## src/rtl/ascii_cell_tiler_if.sv

```systemverilog
// ascii_cell_tiler_if: video-in / text-out signal bundle for ascii_cell_tiler.
// The master side is the pixel source plus text consumer; the slave side is the tiler.
interface ascii_cell_tiler_if;
    logic        frame_start;
    logic        DE;
    logic [23:0] rgb_in;
    logic        invert;
    logic [7:0]  ascii_char;
    logic        ascii_valid;
    logic        ascii_ready;
    logic        frame_done;
    logic        overflow;
    modport master (
        output frame_start, DE, rgb_in, invert, ascii_ready,
        input  ascii_char, ascii_valid, frame_done, overflow
    );
    modport slave (
        input  frame_start, DE, rgb_in, invert, ascii_ready,
        output ascii_char, ascii_valid, frame_done, overflow
    );
endinterface

```

## src/rtl/ascii_cell_tiler.sv

```systemverilog
// ascii_cell_tiler: averages CELL_W x CELL_H luminance cells into ASCII characters plus
// end-of-row newlines, queued in a first-word-fall-through output FIFO.
module ascii_cell_tiler #(
    parameter int H_ACT      = 640,
    parameter int V_ACT      = 480,
    parameter int CELL_W     = 8,
    parameter int CELL_H     = 16,
    parameter int FIFO_DEPTH = H_ACT / CELL_W + 2
) (
    input logic clk,
    input logic reset_n,
    ascii_cell_tiler_if.slave bus
);
    localparam int COLS = H_ACT / CELL_W;
    localparam int ROWS = V_ACT / CELL_H;
    localparam int LW   = $clog2(CELL_W);
    localparam int LH   = $clog2(CELL_H);
    localparam int AW   = 8 + LW + LH;
    localparam int XW   = $clog2(H_ACT + 1);
    localparam int YW   = $clog2(V_ACT + 1);
    localparam int CI   = COLS > 1 ? $clog2(COLS) : 1;
    localparam int PW   = $clog2(FIFO_DEPTH);
    localparam int CW   = $clog2(FIFO_DEPTH + 1);
    localparam logic [7:0] RAMP [10] = '{8'h20, 8'h2E, 8'h3A, 8'h2D, 8'h3D,
                                         8'h2B, 8'h2A, 8'h23, 8'h25, 8'h40};

    logic          s1_v_q, inv_q, nl_q, nl_last_q, frame_done_q, ovf_q;
    logic [7:0]    gray_q;
    logic [XW-1:0] x_q;
    logic [YW-1:0] y_q;
    logic [AW-1:0] acc_q [2**CI];
    logic [7:0]    mem_q [2**PW];
    logic [PW-1:0] rd_q, wr_q;
    logic [CW-1:0] cnt_q;

    logic [15:0]   lum;
    logic [XW-1:0] px, col;
    logic [YW-1:0] cy, row;
    logic [CI-1:0] ci;
    logic [AW-1:0] sum;
    logic [7:0]    avg, push_data;
    logic [3:0]    lvl, idx;
    logic          s1_go, nl_go, cell_push, push, pop, wr_ok;

    always_comb begin
        lum       = 16'd77 * {8'd0, bus.rgb_in[23:16]} + 16'd150 * {8'd0, bus.rgb_in[15:8]}
                  + 16'd29 * {8'd0, bus.rgb_in[7:0]};
        px        = x_q & XW'(CELL_W - 1);
        col       = x_q >> LW;
        cy        = y_q & YW'(CELL_H - 1);
        row       = y_q >> LH;
        ci        = CI'(col);
        sum       = acc_q[ci] + AW'(gray_q);
        avg       = 8'(sum >> (LW + LH));
        lvl       = 4'(({4'd0, avg} * 12'd10) >> 8);
        idx       = inv_q ? 4'd9 - lvl : lvl;
        // frame_start discards whatever is in flight, including a pending newline
        s1_go     = s1_v_q && !bus.frame_start;
        nl_go     = nl_q && !bus.frame_start;
        cell_push = s1_go && px == XW'(CELL_W - 1) && cy == YW'(CELL_H - 1);
        push      = nl_go || cell_push;
        push_data = nl_go ? 8'h0A : RAMP[idx];
        pop       = cnt_q != '0 && bus.ascii_ready;
        wr_ok     = push && (cnt_q != CW'(FIFO_DEPTH) || pop);
    end

    always_ff @(posedge clk) begin
        if (!reset_n) begin
            s1_v_q       <= 1'b0;
            gray_q       <= '0;
            inv_q        <= 1'b0;
            nl_q         <= 1'b0;
            nl_last_q    <= 1'b0;
            frame_done_q <= 1'b0;
            ovf_q        <= 1'b0;
            x_q          <= '0;
            y_q          <= '0;
            rd_q         <= '0;
            wr_q         <= '0;
            cnt_q        <= '0;
            for (int i = 0; i < 2**CI; i++) acc_q[i] <= '0;
        end else begin
            s1_v_q       <= bus.DE;
            gray_q       <= 8'(lum >> 8);
            inv_q        <= bus.invert;
            nl_q         <= cell_push && col == XW'(COLS - 1);
            frame_done_q <= nl_go && nl_last_q;
            ovf_q        <= !bus.frame_start && (ovf_q || (push && !wr_ok));
            if (cell_push) nl_last_q <= row == YW'(ROWS - 1);
            if (bus.frame_start) begin
                x_q <= '0;
                y_q <= '0;
            end else if (s1_go) begin
                x_q <= x_q == XW'(H_ACT - 1) ? '0 : x_q + 1'b1;
                if (x_q == XW'(H_ACT - 1)) y_q <= y_q == YW'(V_ACT - 1) ? '0 : y_q + 1'b1;
            end
            if (s1_go) acc_q[ci] <= (px == '0 && cy == '0) ? AW'(gray_q) : sum;
            if (wr_ok) wr_q <= wr_q == PW'(FIFO_DEPTH - 1) ? '0 : wr_q + 1'b1;
            if (pop) rd_q <= rd_q == PW'(FIFO_DEPTH - 1) ? '0 : rd_q + 1'b1;
            cnt_q <= cnt_q + CW'(wr_ok) - CW'(pop);
        end
    end

    always_ff @(posedge clk) begin
        if (wr_ok) mem_q[wr_q] <= push_data;
    end

    assign bus.ascii_char  = cnt_q != '0 ? mem_q[rd_q] : 8'h00;
    assign bus.ascii_valid = cnt_q != '0;
    assign bus.frame_done  = frame_done_q;
    assign bus.overflow    = ovf_q;

    // A newline and a character can never share a push slot when lines have a DE gap
    assert property (@(posedge clk) disable iff (!reset_n) !(nl_go && cell_push));
endmodule

```

## src/flat_wrapper.sv

```systemverilog
// flat-port wrapper written by rule: the top's interface ports become plain ports
module ascii_cell_tiler_flat 
#(
    parameter int H_ACT      = 640,
    parameter int V_ACT      = 480,
    parameter int CELL_W     = 8,
    parameter int CELL_H     = 16,
    parameter int FIFO_DEPTH = H_ACT / CELL_W + 2
)
  (clk, reset_n, bus_frame_start, bus_DE, bus_rgb_in, bus_invert, bus_ascii_ready, bus_ascii_char, bus_ascii_valid, bus_frame_done, bus_overflow);
  ascii_cell_tiler_if bus_i ();
  input logic clk;
  input logic reset_n;
  input wire logic [$bits(bus_i.frame_start)-1:0] bus_frame_start;
  input wire logic [$bits(bus_i.DE)-1:0] bus_DE;
  input wire logic [$bits(bus_i.rgb_in)-1:0] bus_rgb_in;
  input wire logic [$bits(bus_i.invert)-1:0] bus_invert;
  input wire logic [$bits(bus_i.ascii_ready)-1:0] bus_ascii_ready;
  output wire logic [$bits(bus_i.ascii_char)-1:0] bus_ascii_char;
  output wire logic [$bits(bus_i.ascii_valid)-1:0] bus_ascii_valid;
  output wire logic [$bits(bus_i.frame_done)-1:0] bus_frame_done;
  output wire logic [$bits(bus_i.overflow)-1:0] bus_overflow;
  assign bus_i.frame_start = bus_frame_start;
  assign bus_i.DE = bus_DE;
  assign bus_i.rgb_in = bus_rgb_in;
  assign bus_i.invert = bus_invert;
  assign bus_i.ascii_ready = bus_ascii_ready;
  assign bus_ascii_char = bus_i.ascii_char;
  assign bus_ascii_valid = bus_i.ascii_valid;
  assign bus_frame_done = bus_i.frame_done;
  assign bus_overflow = bus_i.overflow;
  ascii_cell_tiler #(.H_ACT(H_ACT), .V_ACT(V_ACT), .CELL_W(CELL_W), .CELL_H(CELL_H), .FIFO_DEPTH(FIFO_DEPTH)) u_core (.clk(clk), .reset_n(reset_n), .bus(bus_i));
endmodule
```

## config.mk

```make
export PLATFORM = sky130hd
export DESIGN_NAME = ascii_cell_tiler_flat
export DESIGN_NICKNAME = d
export VERILOG_FILES = /design/src/rtl/ascii_cell_tiler_if.sv /design/src/rtl/ascii_cell_tiler.sv /design/src/flat_wrapper.sv
export SDC_FILE = /design/constraint.sdc
export NUM_CORES = 2
export LEC_CHECK = 0
export ABC_AREA = 1
export ABC_CLOCK_PERIOD_IN_PS = 16800
export BUFFER_PORTS_ARGS = -buffer_cell sky130_fd_sc_hd__buf_4
export CORE_MARGIN = 3
export CORE_UTILIZATION = 25
export DETAILED_ROUTE_END_ITERATION = 8
export GPL_ROUTABILITY_DRIVEN = 0
export PLACE_DENSITY_LB_ADDON = 0.08
export SLEW_MARGIN = 20
export SYNTH_ARGS = -nofsm -noshare
export SYNTH_HDL_FRONTEND = slang
export SYNTH_SLANG_ARGS = --single-unit
```

## constraint.sdc

```tcl
create_clock -name clk -period 16.8 [get_ports clk]
set_input_delay 3.36 -clock clk [delete_from_list [all_inputs] [get_ports clk]]
set_output_delay 3.36 -clock clk [all_outputs]
set_load 0.05 [all_outputs]
```

-- After elaboration in Yosys (flattened, before gate mapping)
Memories as Yosys holds them, arrays and structs flattened. A register that Yosys moved wholly into a read port is not among the register bits.
Index checks and enable logic that the tools add are counted.
- add/sub/neg operators: 10
- multipliers: 4
- divide/modulo/power cells: 0
- order comparisons: 1
- eq/ne operators: 9
- shifts and indexed selects: 0
- multiplexer cells: 23
- bitwise logic cells: 2
- reductions and logical operators: 22
- operators with widths (cell ; count):
    2-to-1 mux 7 bit ; 7
    2-to-1 mux 8 bit ; 4
    multiplier 7 x 8 -> 15 bit (first input constant) ; 2
    2-to-1 mux 15 bit ; 2
    equality test 7 bit (second input constant) ; 3
    adder 15 x 16 -> 16 bit ; 1
    adder 16 x 13 -> 16 bit ; 1
    adder 15 x 8 -> 15 bit ; 1
    OR reduction 15 bit ; 1
    adder 7 x 1 -> 7 bit (second input constant) ; 2
    multiplier 5 x 8 -> 13 bit (first input constant) ; 1
    logical AND 1 bit ; 11
    multiplier 8 x 3 -> 11 bit (second input constant) ; 1
    adder 10 x 1 -> 10 bit (second input constant) ; 1
    equality test 10 bit (second input constant) ; 1
    logical NOT 10 bit ; 1
    2-to-1 mux 10 bit ; 1
    adder 9 x 1 -> 9 bit (second input constant) ; 1
    equality test 9 bit (second input constant) ; 1
    logical NOT 9 bit ; 1
    2-to-1 mux 9 bit ; 1
    adder 7 x 1 -> 7 bit ; 1
    2-to-1 mux 1 bit ; 7
    inequality test 7 bit (second input constant) ; 1
    other kinds (14) ; 17
- bits in registers: 54
- bits in latches: 0
- memory bits (writable): 2944
- bits in read-only memories: 128
- output and inout port bits: 11
- logic and storage cells: 86
- memories kept: 3
- memory list (name ; words ; width ; read ports ; clocked after Yosys merged registers in ; write ports ; RTL line ; source):
    u_core.acc_q ; 128 ; 15 ; 1 ; 1 ; 128 ; ascii_cell_tiler.sv:31 ; logic [AW-1:0] acc_q [2**CI];
    u_core.mem_q ; 128 ; 8 ; 1 ; 1 ; 1 ; ascii_cell_tiler.sv:32 ; logic [7:0] mem_q [2**PW];
    (no name shown) ; 16 ; 8 ; 1 ; 0 ; 0 ; ascii_cell_tiler.sv:62 ; push_data = nl_go ? 8'h0A : RAMP[idx];

-- Logic depth before layout (Yosys ltp)
- word-level depth: 10
- gate-level depth with buffers: 46
- gate-level depth less buffers: 39

-- Worst setup path before layout
No wires, ideal clock.
- path kind: register to register
- from: reg (tool-made name)
- to: mem u_core.mem_q[0][2], data pin
- arrival time: 9.484 ns
- data required time: 15.909 ns
- slack: 6.425 ns
- cell stages (with the launch flop): 43
- buffers on the path: 8
- cells stage by stage: dfxtp_1 -> buf_6 -> buf_4 -> buf_2 -> buf_2 -> buf_2 -> clkbuf_1 -> clkbuf_1 -> buf_2 -> nor2_1 -> o22ai_1 -> nor2_1 -> o221ai_1 -> o311ai_0 -> a32oi_1 -> ha_1 -> fa_1 -> a21oi_1 -> [7 not listed] -> nand3_1 -> nand2_1 -> nand2_2 -> nand2_1 -> inv_1 -> nor2_1 -> ha_1 -> nand2_1 -> nor2_1 -> a211oi_1 -> nand2_1 -> nand2_1 -> nand2_1 -> ha_1 -> or2_2 -> nand3_1 -> nand2_1 -> a21oi_1
- RTL lines (element ; RTL line):
    end: declaration ; ascii_cell_tiler.sv:32

==> results_dict.tcl <==
set metrics [dict create \
    status "finished, final reports clean" \
    grt_pass1_wl_mm 701 \
    antenna_left 0 \
    rsz0062_at_grt "no" \
    synth_edf_count 2816 \
    crit_required_ns 17.37 \
    syn_nets 12174 \
    firstDrtPassIters 5 \
    max_cap_violations 0 \
    die_height_um 720 \
    power_leakage_nw 47.6 \
    seq_area_frac_synth_pct 67.4 \
    antenna_found_initial 13 \
    min_period_over_period_pct 66.7 \
    cts_resized 0 \
    slew_headroom_pct 19.7 \
    ys_warn_count 0 \
    cp_max_fo 77 \
    initial_core_util_pct 25.2 \
    worstSkewPairLatency_ns 0.98 \
    cpMostUsedCell "nand2_1" \
    areaGrowthSynthToFinish_pct 13.8 \
    design_area_um2 145000 \
    drt_wl_total_mm 491 \
    die_area_um2 519000 \
    crit_type "reg2reg" \
    fin_crit_ns 11.20 \
    cts_buffer_depth 4 \
    finalSetupViolCount 0 \
    startpoint_type "flip-flop" \
    postCtsSetupBuffers 0 \
    crit_arrival_ns 11.77 \
    cts.sinks 2884 \
    drv_slew 0 \
    power_density_nw_per_um2 127 \
    worst_pin_slew_ns 1.20 \
    nets 11772 \
    coreArea_um2 507000 \
    grt_pass1_vias 91870 \
    path_clk_slew_ns 0.06 \
    ys_types 53 \
    synth_top_area_share_pct 66.3 \
    end_kind "flip-flop" \
    yosys.area.top_type "edfxtp_1" \
    fmax_mhz 89.3 \
    die_w_um 720 \
    num_io_pins 41 \
    ctsRootBufferMaster "clkbuf_16" \
    cts_hold_buf 0 \
    htreeDepth 5 \
    async_flop_share_pct 0 \
    synth_flop_cell "edfxtp_1" \
    vdd_drop_max_mv 0.0931 \
    drcViolationCount 0 \
    dp_slack_ns 5.86 \
    via_per_inst 4.94 \
    grt_overflow 0 \
    track_usage_pct 18.3 \
    avgSynthCellArea_um2 10.7 \
    dp_hpwl_mm 285 \
    finalHoldViolations 0 \
    syn_area_um2 127000 \
    synthCells 11969 \
    max_stage_delay_ns 0.75 \
    drt_iter0_drc 8188 \
    num_rows 261 \
    fin_skew_ns 0.104 \
    finalSetupTns_ns 0 \
    ys_seq_elements 2884 \
    placedInstanceArea_um2 134000 \
    tritoncts "done" \
    grt_max_degree 165 \
    slowest_stage "buf_4" \
    wl_per_cell_um 26.5 \
    layout_setup_ws_ns 5.60 \
    synth_top_cells_by_area "edfxtp_1 66%, nor2_1 10%, o21ai_0 5.0%" \
    vias 91678 \
    io_buffers 39 \
    drive_above_1_share_pct 6.32 \
    whs_ns 0.497 \
    cts_buffers 353 \
    hold_path.class "reg2reg" \
]
-- cell families after synthesis --
logic type	after synthesis	share of synthesized area (%)
AO/OA/AOI/OAI	2047	9.02
XOR/XNOR	24	0.165
adder cells (fa/ha/maj)	175	2.05
buffers and inverters	1215	3.89
flip-flops	2884	67.4
multiplexers	2	0.0157
other	1	0.00294
AND/OR/NAND/NOR	5621	17.5
-- flip-flops by register name, summed over array words and instances (netlist names), 7 cells and up, named ones only --
| signal | count |
|---|---|
| u_core.acc_q | 1920 |
| u_core.cnt_q | 7 |
| u_core.gray_q | 8 |
| u_core.mem_q | 896 |
| u_core.rd_q | 7 |
| u_core.wr_q | 7 |
| u_core.x_q | 10 |
| u_core.y_q | 9 |
-- per-stage QoR --
step / instances / power (W) / utilization, %
finish: 18551 / 0.0184 / 28.6
global route: 18549 / 0.0192 / 28.6
CTS: 18548 / 0.0187 / 28.6
detailed placement: 17918 / 0.0111 / 26.5
global placement: 17917 / 0.0111 / 26.5
floorplan: 11969 / 0.0100 / -
-- metal layers --
layer,GRT usage (%),share of wire (%)
met1,26.5,47
met2,29.3,46
met3,2.39,5.0
met4,3.80,2.1
met5,0,0
-- area by class of cell --
cell class | instances | area [um^2]
Multi-Input combinational cell | 7870 | 36800
Clock inverter | 174 | 1690
Sequential cell | 2884 | 86000
Clock buffer | 456 | 9360
Antenna cell | 3 | 7.51
Tap cell | 6706 | 8390
Inverter | 228 | 910
Timing Repair Buffer | 230 | 1950
Fill cell | 52221 | 361000
-- cells in the final DEF, fill, tap and decap left out, types with 5 or more instances in the layout --
cell type,Yosys,final
a211oi_1,5,5
a21oi_1,82,80
a31oi_1,18,18
a32oi_1,8,8
buf_12,0,16
buf_4,44,212
bufinv_16,0,23
clkbuf_1,781,95
clkbuf_16,0,358
clkinv_1,4,83
clkinv_16,0,8
clkinv_2,0,44
clkinv_8,0,5
dfxtp_1,68,59
dfxtp_4,0,7
edfxtp_1,2816,2816
fa_1,57,57
ha_1,118,118
inv_1,218,215
inv_16,0,5
inv_6,0,6
nand2_1,1351,1342
nand2_4,1,10
nand3_1,784,784
nand4_1,17,17
nor2_1,3417,3411
nor2_4,0,5
nor3_1,26,20
nor3_2,0,6
nor3b_1,7,7
o211ai_1,7,7
o21ai_0,1269,1264
o21bai_1,5,5
o221ai_1,91,91
o22ai_1,512,512
o311ai_0,20,15
o311ai_1,0,5
o32ai_1,11,10
xnor2_1,11,11
xor2_1,13,13
-- cell usage after synthesis (82+ instances only) --
master,n
edfxtp_1,2816
nor2_1,3417
buf_2,115
o21ai_0,1269
o221ai_1,91
a21oi_1,82
o22ai_1,512
ha_1,118
inv_1,218
clkbuf_1,781
nand2_1,1351
nand3_1,784
-- worst paths after layout --
kind | from | slack (ns) | depth (start not counted) | end
hold reg to reg | u_core.y_q[0] | 0.50 | 2 | u_core.y_q[0]
setup reg to reg | flip-flop | 5.60 | 38 | u_core.mem_q[67][4]
hold / removal | u_core.y_q[0] | 0.50 | 2 | u_core.y_q[0]
setup / recovery | flip-flop | 5.60 | 38 | u_core.mem_q[67][4]
-- critical path: cells and delay by family, from the launching register on --
kind | cells | cell delay, ns
DFF | 1 | 0.63
AOI/OAI and AO/OA | 11 | 3.32
adders and majority gates | 3 | 0.88
and+or+nand+nor | 18 | 2.41
buffers and inverters | 6 | 3.24
-- report_power, final --
group	total [W]	internal (W)	switching, W	leakage, nW
Sequential	0.00834	0.00821	0.000128	27.2
Combinational	0.00258	0.000650	0.00193	15.0
Clock	0.00748	0.00428	0.00320	5.36
Total	0.0184	0.0131	0.00526	47.6
Power figures use the tool's default switching activity.
